===== config.mk =====
export PLATFORM = sky130hd
export DESIGN_NAME = fpu_dp_divider
export DESIGN_NICKNAME = d
export VERILOG_FILES = /design/src/rtl/fpu_dp_divider.sv
export SDC_FILE = /design/constraint.sdc
export NUM_CORES = 1
export LEC_CHECK = 0
export BUFFER_PORTS_ARGS = -buffer_cell sky130_fd_sc_hd__buf_2
export CAP_MARGIN = 20
export CORE_ASPECT_RATIO = 0.7
export CORE_UTILIZATION = 50
export DETAILED_ROUTE_END_ITERATION = 10
export PLACE_DENSITY_LB_ADDON = 0.12
export RECOVER_POWER = 100
export SYNTH_ARGS = -nofsm -noshare
export SYNTH_HDL_FRONTEND = slang
export SYNTH_SLANG_ARGS = --single-unit

===== constraint.sdc =====
create_clock -name clk -period 10.42 [get_ports clk]
set_clock_uncertainty 0.05 [all_clocks]
set_input_delay 1.042 -clock clk [delete_from_list [all_inputs] [get_ports clk]]
set_output_delay 1.042 -clock clk [all_outputs]
set_load 0.01 [all_outputs]

===== src/rtl/fpu_dp_divider.sv =====
// ----------------------------------------------------------------------------
// fpu_dp_divider
//   Iterative binary64 divider (result = A / B). Restoring radix-2 division,
//   one quotient bit per clock, with a start/done handshake. Arithmetic and
//   flag behaviour follow the FPU multiplier: mantissa truncation, implicit
//   bit derived from a non-zero exponent, and no NaN/Inf decoding.
//
// Ports
//   clk          rising-edge clock
//   rst          asynchronous active-high reset
//   start        request, only sampled in IDLE
//   A, B         dividend / divisor, captured on the accepting edge
//   busy         high from the accepting edge until done is asserted
//   done         one-cycle pulse when result and flags become valid
//   result       quotient, held until the next NORM
//   overflow     exponent too large
//   underflow    exponent too small (non-zero dividend)
//   div_by_zero  divisor exponent and mantissa both zero
// ----------------------------------------------------------------------------
module fpu_dp_divider #(
    parameter int WIDTH = 64
) (
    input  logic             clk,
    input  logic             rst,
    input  logic             start,
    input  logic [WIDTH-1:0] A,
    input  logic [WIDTH-1:0] B,
    output logic             busy,
    output logic             done,
    output logic [WIDTH-1:0] result,
    output logic             overflow,
    output logic             underflow,
    output logic             div_by_zero
);

    typedef enum logic [1:0] {
        S_IDLE,
        S_CALC,
        S_NORM,
        S_DONE
    } state_t;

    state_t       r_state;
    logic [63:0]  r_a;
    logic [63:0]  r_b;
    logic [54:0]  r_rem;
    logic [54:0]  r_quo;
    logic [5:0]   r_cnt;

    logic [52:0]  w_ma_in;
    logic [52:0]  w_mb;
    logic [54:0]  w_rem_sh;
    logic [55:0]  w_diff;
    logic         w_qbit;
    logic         w_sign;
    logic         w_a_zero;
    logic         w_b_zero;
    logic [51:0]  w_mant;
    logic [12:0]  w_exp;

    // Mantissas with the implicit bit set for any non-zero exponent.
    assign w_ma_in  = {|A[62:52], A[51:0]};
    assign w_mb     = {|r_b[62:52], r_b[51:0]};

    // The remainder starts at Ma and is compared against 2*Mb after each
    // shift, which is floor(Ma*2^54/Mb) scaled so that every one of the 55
    // cycles is a uniform shift/trial-subtract step.
    assign w_rem_sh = {r_rem[53:0], 1'b0};
    assign w_diff   = {1'b0, w_rem_sh} - {2'b00, w_mb, 1'b0};
    assign w_qbit   = ~w_diff[55];

    assign w_sign   = r_a[63] ^ r_b[63];
    assign w_a_zero = ~|r_a[62:0];
    assign w_b_zero = ~|r_b[62:0];
    assign w_mant   = r_quo[54] ? r_quo[53:2] : r_quo[52:1];
    assign w_exp    = 13'({2'b00, r_a[62:52]}) - 13'({2'b00, r_b[62:52]})
                    + (r_quo[54] ? 13'd1023 : 13'd1022);

    always_ff @(posedge clk or posedge rst) begin
        if (rst) begin
            r_state     <= S_IDLE;
            r_a         <= '0;
            r_b         <= '0;
            r_rem       <= '0;
            r_quo       <= '0;
            r_cnt       <= '0;
            busy        <= 1'b0;
            done        <= 1'b0;
            result      <= '0;
            overflow    <= 1'b0;
            underflow   <= 1'b0;
            div_by_zero <= 1'b0;
        end else begin
            done <= 1'b0;
            case (r_state)
                S_IDLE: begin
                    if (start) begin
                        r_a     <= A;
                        r_b     <= B;
                        r_rem   <= {2'b00, w_ma_in};
                        r_quo   <= '0;
                        r_cnt   <= '0;
                        busy    <= 1'b1;
                        r_state <= S_CALC;
                    end
                end
                S_CALC: begin
                    r_rem   <= w_qbit ? w_diff[54:0] : w_rem_sh;
                    r_quo   <= {r_quo[53:0], w_qbit};
                    r_cnt   <= r_cnt + 6'd1;
                    if (r_cnt == 6'd54) begin
                        r_state <= S_NORM;
                    end
                end
                S_NORM: begin
                    overflow    <= 1'b0;
                    underflow   <= 1'b0;
                    div_by_zero <= 1'b0;
                    if (w_b_zero) begin
                        div_by_zero <= 1'b1;
                        result      <= {w_sign, 11'h7FF, 52'd0};
                    end else if (w_a_zero) begin
                        result      <= {w_sign, 63'd0};
                    end else if ($signed(w_exp) >= $signed(13'd2047)) begin
                        overflow    <= 1'b1;
                        result      <= {w_sign, 11'h7FF, 52'd0};
                    end else if ($signed(w_exp) <= $signed(13'd0)) begin
                        underflow   <= 1'b1;
                        result      <= {w_sign, 63'd0};
                    end else begin
                        result      <= {w_sign, w_exp[10:0], w_mant};
                    end
                    r_state <= S_DONE;
                end
                S_DONE: begin
                    done    <= 1'b1;
                    busy    <= 1'b0;
                    r_state <= S_IDLE;
                end
                default: r_state <= S_IDLE;
            endcase
        end
    end

endmodule


==> run_results.csv, run 1 <==
group,metric,value,unit
outcome,run_status,"finished, violations left",
outcome,violations,"capacitance limit, slew limit",
critical_path,highest_net_fanout_along_the_worst_path,52,
floorplan,placeableCoreArea,34660,um2
pwr,vdd.ir_drop.worst,0.2021,mV
logic_synthesis,syn-num-nets,1894,
placement,detailedPlacementHpwl,34240,um
floorplan,top_level_ports,200,
timing,worst_slack,3.640,ns
route,avgRoutedWirePerCell,20.82,um
global_routing,via_count_of_the_first_global_routing_pass,13918,
timing,fmaxAchievable,147.5,MHz
logic_synthesis,synthFlopType,"dfrtp_1",
clock_tree,cts.root.buffer_cell,"clkbuf_16",
placement,place.port_buffers,199,
timing,max_slew_margin,-317.4,%
clock_tree,cts_sinks,314,
critical_path,reg2reg_to,"result[8]",
clock_tree,worst_skew_pair.late_latency,0.54,ns
clock_tree,postCtsResizedCells,0,
route,detail_route.wirelength.met1,24340,um
logic_synthesis,postSynthAreaPerCell,10.43,um2
clock_tree,cts_hold_buffers,0,
floorplan,starting_density_of_the_core,50.82,%
layout,num-nets-final,2052,
logic_synthesis,ffs_latches_synth,314,
logic_synthesis,post_synth_instance_area,17620,um2
clock_tree,cts-root-to-sink-buffers,3,
floorplan,die_x,226.3,um
critical_path,critical_path.startpoint,"r_a[52]",
global_routing,grt_use_total,27.53,%
route,dr.max_layer_used,"met4",
timing,tns,0,ns
logic_synthesis,synth.yosys.warnings,0,
global_routing,largest_net_degree_at_the_start_of_global_routing,174,
critical_path,startpoint_type_of_the_worst_setup_path,"register",
clock_tree,worst_setup_hold_path_clk_slew,0.06,ns
placement,globalplace.congestion,0.9343,
route,dr_wl_met3,2651,um
critical_path,critical_path_arrival,6.94,ns
route,drt_iter0_drc,1202,
route,drt_drc_violations_left,0,
global_routing,first_pass_grt_wire_length,78380,um
global_routing,antenna_found_initial,4,
hold_path,hold_path.class,"reg2reg",
logic_synthesis,yosys.cell_types.count,74,
route,vias,14056,
clock_tree,cts.htree.levels,2,
route,postRouteAntennaNets,0,
layout,flow.area_growth_from_synthesis,12.78,%
hold_path,whs_endpoint,"r_rem[53]",
pwr,power,7.646,mW
placement,worst_setup_timing_slack_at_the_placement_stage,5.806,ns
floorplan,num_rows,57,
logic_synthesis,area_share_of_the_largest_cell_type_after_synthesis,44.61,%
critical_path,reg2reg_slack,3.64,ns
critical_path,critical_path.reg2reg.startpoint,"r_a[52]",
clock_tree,cts_tree,"yes",
logic_synthesis,synth-async-reset-ratio,100.0,%
route,routed-wl-met2,20480,um
timing,period_needed,6.780,ns
timing,finalMaxSlewViolations,591,
logic_synthesis,cell_types_with_the_highest_counts_after_synthesis,"314 x dfrtp_1, 156 x inv_1, 129 x mux2_2",
hold_path,worstHoldPathCells,1,
layout,drive_above_1_share,20.07,%
logic_synthesis,synthCells,1689,
critical_path,critical_path_class,"reg2reg",
pwr,leakage,8.715,nW
global_routing,overflow,0,
clock_tree,cts_buffers,34,
route,drt_wl_total,48790,um
timing,setup_viol,0,
timing,report.final.hold_viol_count,0,
critical_path,timing.critical_path.required,10.58,ns
route,viasPerCell,5.997,
floorplan,die_area,36000,um2
hold_path,min-delay-start,"r_rem[53]",
route,drt_pass1_iterations,6,
floorplan,fp.dieH,159.0,um
timing,fin_crit_sh,65.07,%
critical_path,crit_path_end_kind,"register",
timing,grt_setup_unrepaired,"no",
timing,worstMarginPinSlew,6.227,ns
flow_run,cap_viol_max_count,9,
logic_synthesis,post_synth_edffs,0,
logic_synthesis,seq_area_frac_synth,44.61,%
logic_synthesis,yosysMostFrequentCell,"dfrtp_1",
pwr,power_density,384.9,nW/um2
clock_tree,cts_setup_buffers,0,
logic_synthesis,synth.top_cells.by_area,"dfrtp_1 45%, mux2_2 8.2%, ha_1 5.1%",
logic_synthesis,yosys.area.top_type,"dfrtp_1",
critical_path,worst_r2r_path_depth,14,
-- sequential cells by signal, summed over array words and instances, names as in the netlist --
name / flops
r_state: 2
result: 64
r_b: 64
r_a: 64
underflow: 1
r_cnt: 6
r_quo: 55
div_by_zero: 1
r_rem: 54
busy: 1
overflow: 1
done: 1
-- per-layer routing --
layer | track usage (%) | vias to the layer above
li1 | - | 6516
met1 | 42.90 | 7031
met2 | 39.12 | 421
met3 | 3.912 | 88
met4 | 8.600 | 0
met5 | 0 | -
-- through the flow --
stage | utilization, % | hold WS, ns | instance area (um2) | std cells
after detailed placement | 54.80 | 0.4236 | 18990 | 2283
after CTS | 57.90 | 0.4370 | 20070 | 2340
after floorplan | - | 0.3979 | 17620 | 1689
after global placement | 54.80 | 0.4156 | 18990 | 2283
after global routing | 57.32 | 0.4553 | 19870 | 2344
final | 57.32 | 0.4369 | 19870 | 2344
-- kinds of logic (layout without fill, tap and decap cells) --
group | count (synthesis) | in the layout | share of synthesized area, %
compound gates | 489 | 489 | 20.68
simple gates | 316 | 316 | 9.042
flops | 314 | 314 | 44.61
buf+inv | 245 | 424 | 5.505
mux | 190 | 190 | 11.71
fa+ha+maj | 74 | 74 | 5.341
xor+xnor | 61 | 61 | 3.111
other cells | 0 | 4 | 0
-- worst max-delay path: stages, from the launching register on --
cell,delay (ns)
dfrtp_1,0.37
inv_1,0.06
ha_1,0.22
fa_1,0.39
nand2b_1,0.19
a21oi_1,0.26
xor2_1,0.24
or4_1,0.68
a2111oi_0,0.42
o31ai_1,0.16
o221ai_1,0.20
a22oi_1,0.14
or4b_2,0.23
clkbuf_1,2.43
o22ai_1,0.42
-- layout make-up --
cell class / count / area [um2]
repair buffers: 210 / 982.2
multi-input cells: 1130 / 8760
flip-flops and latches: 314 / 7859
clock inverters: 12 / 112.6
clock buffers: 45 / 962.2
inverters: 157 / 590.6
fillers: 3103 / 14790
well taps: 472 / 590.6
diodes: 4 / 10.01
-- report_power, final --
group	switching, mW	internal (mW)
Combinational	2.67	1.79
Sequential	0.345	1.64
Clock	0.512	0.678
-- worst max path at each step --
stage | to | slack, ns | cells past startpoint
2_1_floorplan | busy | 0.64 | 1
3_3_place_gp | result[50] | 5.88 | 14
3_5_place_dp | result[50] | 5.81 | 14
4_1_cts | result[8] | 5.79 | 14
5_1_grt | result[33] | 3.12 | 14
6_report | result[8] | 3.64 | 14
-- cell usage in the layout, fill, tap and decap left out, drive strengths merged, types with 13 or more instances in the layout --
cell type / synthesis / routed
nor2: 79 / 79
a21oi: 91 / 91
mux2: 129 / 129
mux2i: 61 / 61
buf: 14 / 135
xor2: 26 / 26
o221ai: 14 / 14
o22ai: 66 / 66
nand3: 22 / 22
o21ai: 77 / 77
nand4: 23 / 23
a211oi: 13 / 13
a22o: 57 / 57
o21a: 17 / 17
a22oi: 35 / 35
nor4: 39 / 39
a21o: 28 / 28
dfrtp: 314 / 314
nor3: 21 / 21
a31oi: 17 / 17
inv: 157 / 159
clkbuf: 74 / 120
xnor2: 34 / 34
nand2: 72 / 72
ha: 72 / 72
No activity file was read; power rests on OpenSTA's default activity.
==> run 2: changes to the inputs <==
==> constraint.sdc (replaced) <==
create_clock -name clk -period 5.7 [get_ports clk]
set_clock_uncertainty 0.05 [all_clocks]
set_input_delay 0.57 -clock clk [delete_from_list [all_inputs] [get_ports clk]]
set_output_delay 0.57 -clock clk [all_outputs]
set_load 0.01 [all_outputs]
==> run 2 against run 1 <==
  * Global-route usage decreased by 0.99 points
  * First-iteration DRC count decreased by 6.6%
  * Register-to-register slack got worse by 2.9 ns
  * Clock power increased by 81%
  * Via count decreased by 1.5%
  * Cell count about the same
  * Combinational power increased by 79%
  * The flow still finishes with violations (capacitance limit, slew limit)
  * Critical path depth unchanged
==> run_results.csv, run 2 (synthesis results as in run 1) <==
group,metric,value,unit
floorplan,die_x,226.3,um
floorplan,die_area,36000,um2
timing,fmaxAchievable,202.5,MHz
pwr,intPower,7.506,mW
hold_path,whs_endpoint,"r_b[19]",
timing,period_needed,4.939,ns
timing,report.final.hold_viol_count,0,
pwr,clock_power_share,15.6,%
layout,fin_area,19710,um2
layout,number_of_fill_cells_in_the_layout,3200,
clock_tree,cts.root.buffer_cell,"clkbuf_16",
timing,setup_viol,0,
timing,worstMarginPinSlew,3.580,ns
route,dr_wl_met3,2781,um
placement,dpl_cell_area,19030,um2
critical_path,startpoint_type_of_the_worst_setup_path,"register",
hold_path,hold_path.class,"in2reg",
global_routing,first_pass_grt_wire_length,75830,um
global_routing,largest_net_degree_at_the_start_of_global_routing,159,
layout,final_cell_mix,"313 x dfrtp_1, 155 x inv_1, 130 x buf_2",
layout,seq_area,7859,um2
route,routed-wl-met2,20020,um
critical_path,highest_net_fanout_along_the_worst_path,22,
clock_tree,postCtsResizedCells,0,
global_routing,via_count_of_the_first_global_routing_pass,13352,
layout,multi_input_area,8593,um2
critical_path,reg2reg_to,"result[45]",
global_routing,grt_use_total,26.54,%
route,vias,13840,
timing,finalMaxSlewViolations,554,
hold_path,min-delay-start,"B[19]",
floorplan,fp.dieH,159.0,um
placement,detailedPlacementHpwl,33800,um
timing,tns,0,ns
pwr,power_density,698.8,nW/um2
timing,grt_setup_unrepaired,"no",
clock_tree,cts_setup_buffers,0,
route,drt_wl_total,47430,um
layout,flow.area_growth_from_synthesis,11.90,%
layout,most_common_cell_after_layout_fill_and_taps_aside,"dfrtp_1",
critical_path,cell_seen_most_often_among_critical_path_stages,"a21oi_1",
floorplan,num_rows,57,
timing,max_slew_margin,-138.6,%
timing,fin_crit_sh,86.65,%
hold_path,worstHoldPathCells,2,
route,drt_pass1_iterations,5,
outcome,run_status,"finished, violations left",
critical_path,critical_path.startpoint,"r_a[52]",
placement,globalplace.congestion,0.9177,
clock_tree,cts-root-to-sink-buffers,3,
pwr,leakage,8.691,nW
global_routing,antenna_found_initial,0,
critical_path,worst_r2r_path_depth,14,
route,postRouteAntennaNets,0,
clock_tree,cts.htree.levels,1,
flow_run,cap_viol_max_count,10,
layout,fin_cells,2342,
placement,placedCellCount,2287,
critical_path,timing.critical_path.slowest_cell_delay,0.87,ns
critical_path,critical_path_class,"reg2reg",
layout,drive_above_1_share,18.98,%
pwr,seqPwrFrac,26.4,%
global_routing,overflow,0,
route,viasPerCell,5.909,
floorplan,top_level_ports,200,
route,dr.max_layer_used,"met4",
clock_tree,cts_tree,"yes",
layout,fraction_of_the_core_area_covered_by_cells_at_the_end_of_the_flow,56.87,%
clock_tree,worst_setup_hold_path_clk_slew,0.06,ns
route,drt_drc_violations_left,0,
layout,largestRegisters,"r_a x64, r_b x64, result x64",
floorplan,placeableCoreArea,34660,um2
critical_path,critical_path.reg2reg.startpoint,"r_a[52]",
critical_path,critical_path_arrival,5.34,ns
route,avgRoutedWirePerCell,20.25,um
clock_tree,cts_sinks,314,
floorplan,starting_density_of_the_core,50.82,%
pwr,comb_power_share,58.0,%
pwr,switching_share,45.51,%
critical_path,crit_path_end_kind,"register",
critical_path,crit_chain,"inv_1, ha_1, fa_1, nand2b_1, a21oi_1, xor2_1, or4_1, a2111oi_0, xnor2_1, nand4_1, a21oi_1, or4b_2, clkbuf_2, o22ai_1",
clock_tree,cts_buffers,31,
critical_path,reg2reg_slack,0.76,ns
route,detail_route.wirelength.met1,23870,um
placement,place.port_buffers,199,
critical_path,worst_path_max_delay_cell,"or4b_2",
pwr,vdd.ir_drop.worst,0.3333,mV
outcome,violations,"capacitance limit, slew limit",
layout,num_antenna_cells,0,
critical_path,timing.critical_path.required,6.10,ns
clock_tree,worst_skew_pair.late_latency,0.57,ns
clock_tree,cts_hold_buffers,0,
pwr,power.net_switching,6.270,mW
route,drt_iter0_drc,1123,
layout,num-nets-final,2053,
## run 2: cell count changes in the layout (fill, tap and decap cells not counted), moves of 3 or more
cell / change
clkbuf_16: -3
clkinv_2: -3
clkbuf_8: +5
diode_2: -4
o22ai_1: +21
clkbuf_2: +7
o22ai_2: -21
## run 2: layer usage
| layer | track usage [%] | vias to the layer above |
|---|---|---|
| li1 | - | 6524 |
| met1 | 42.11 | 6919 |
| met2 | 37.88 | 358 |
| met3 | 4.761 | 39 |
| met4 | 4.392 | 0 |
| met5 | 0 | - |
## run 2: power by group through the flow
stage,registers [mW],logic (mW),clock network [mW]
after floorplan,3.45,6.28,0
after global placement,3.63,7.94,0
after detailed placement,3.65,7.99,0
after CTS,3.62,8.06,2.20
after global routing,3.72,8.86,2.29
final,3.63,7.99,2.15
## run 2: worst max-delay path by stage
stage	endpoint	slack, ns
2_1_floorplan	busy	0.90
3_3_place_gp	result[50]	1.17
3_5_place_dp	result[50]	0.99
4_1_cts	result[50]	0.99
5_1_grt	r_rem[17]	0.39
6_report	result[45]	0.76
## run 2: cell type report
class | instances | area share [%]
Tap cell | 472 | 2.996
Clock inverter | 6 | 0.5332
Timing Repair Buffer | 214 | 5.123
Sequential cell | 314 | 39.87
Multi-Input combinational cell | 1130 | 43.60
Inverter | 157 | 2.996
Clock buffer | 49 | 4.888
## run 2: per-stage QoR
step           total power, mW  setup WS [ns]  hold WS (ns)
6_report                 13.78         0.7609        0.1746
5_1_grt                  14.88         0.3950        0.1535
4_1_cts                  13.87         0.9869        0.1050
3_5_place_dp             11.64         0.9926        0.4239
3_3_place_gp             11.57          1.174        0.4206
2_1_floorplan            9.724         0.8971        0.3979
## run 2: critical path: cells and delay by family (launching register included)
kind / cells / cell delay (ns)
compound gates: 4 / 1.06
xor+xnor: 2 / 0.38
fa+ha+maj: 2 / 0.62
buf+inv: 2 / 0.50
flops: 1 / 0.37
simple gates: 4 / 1.84
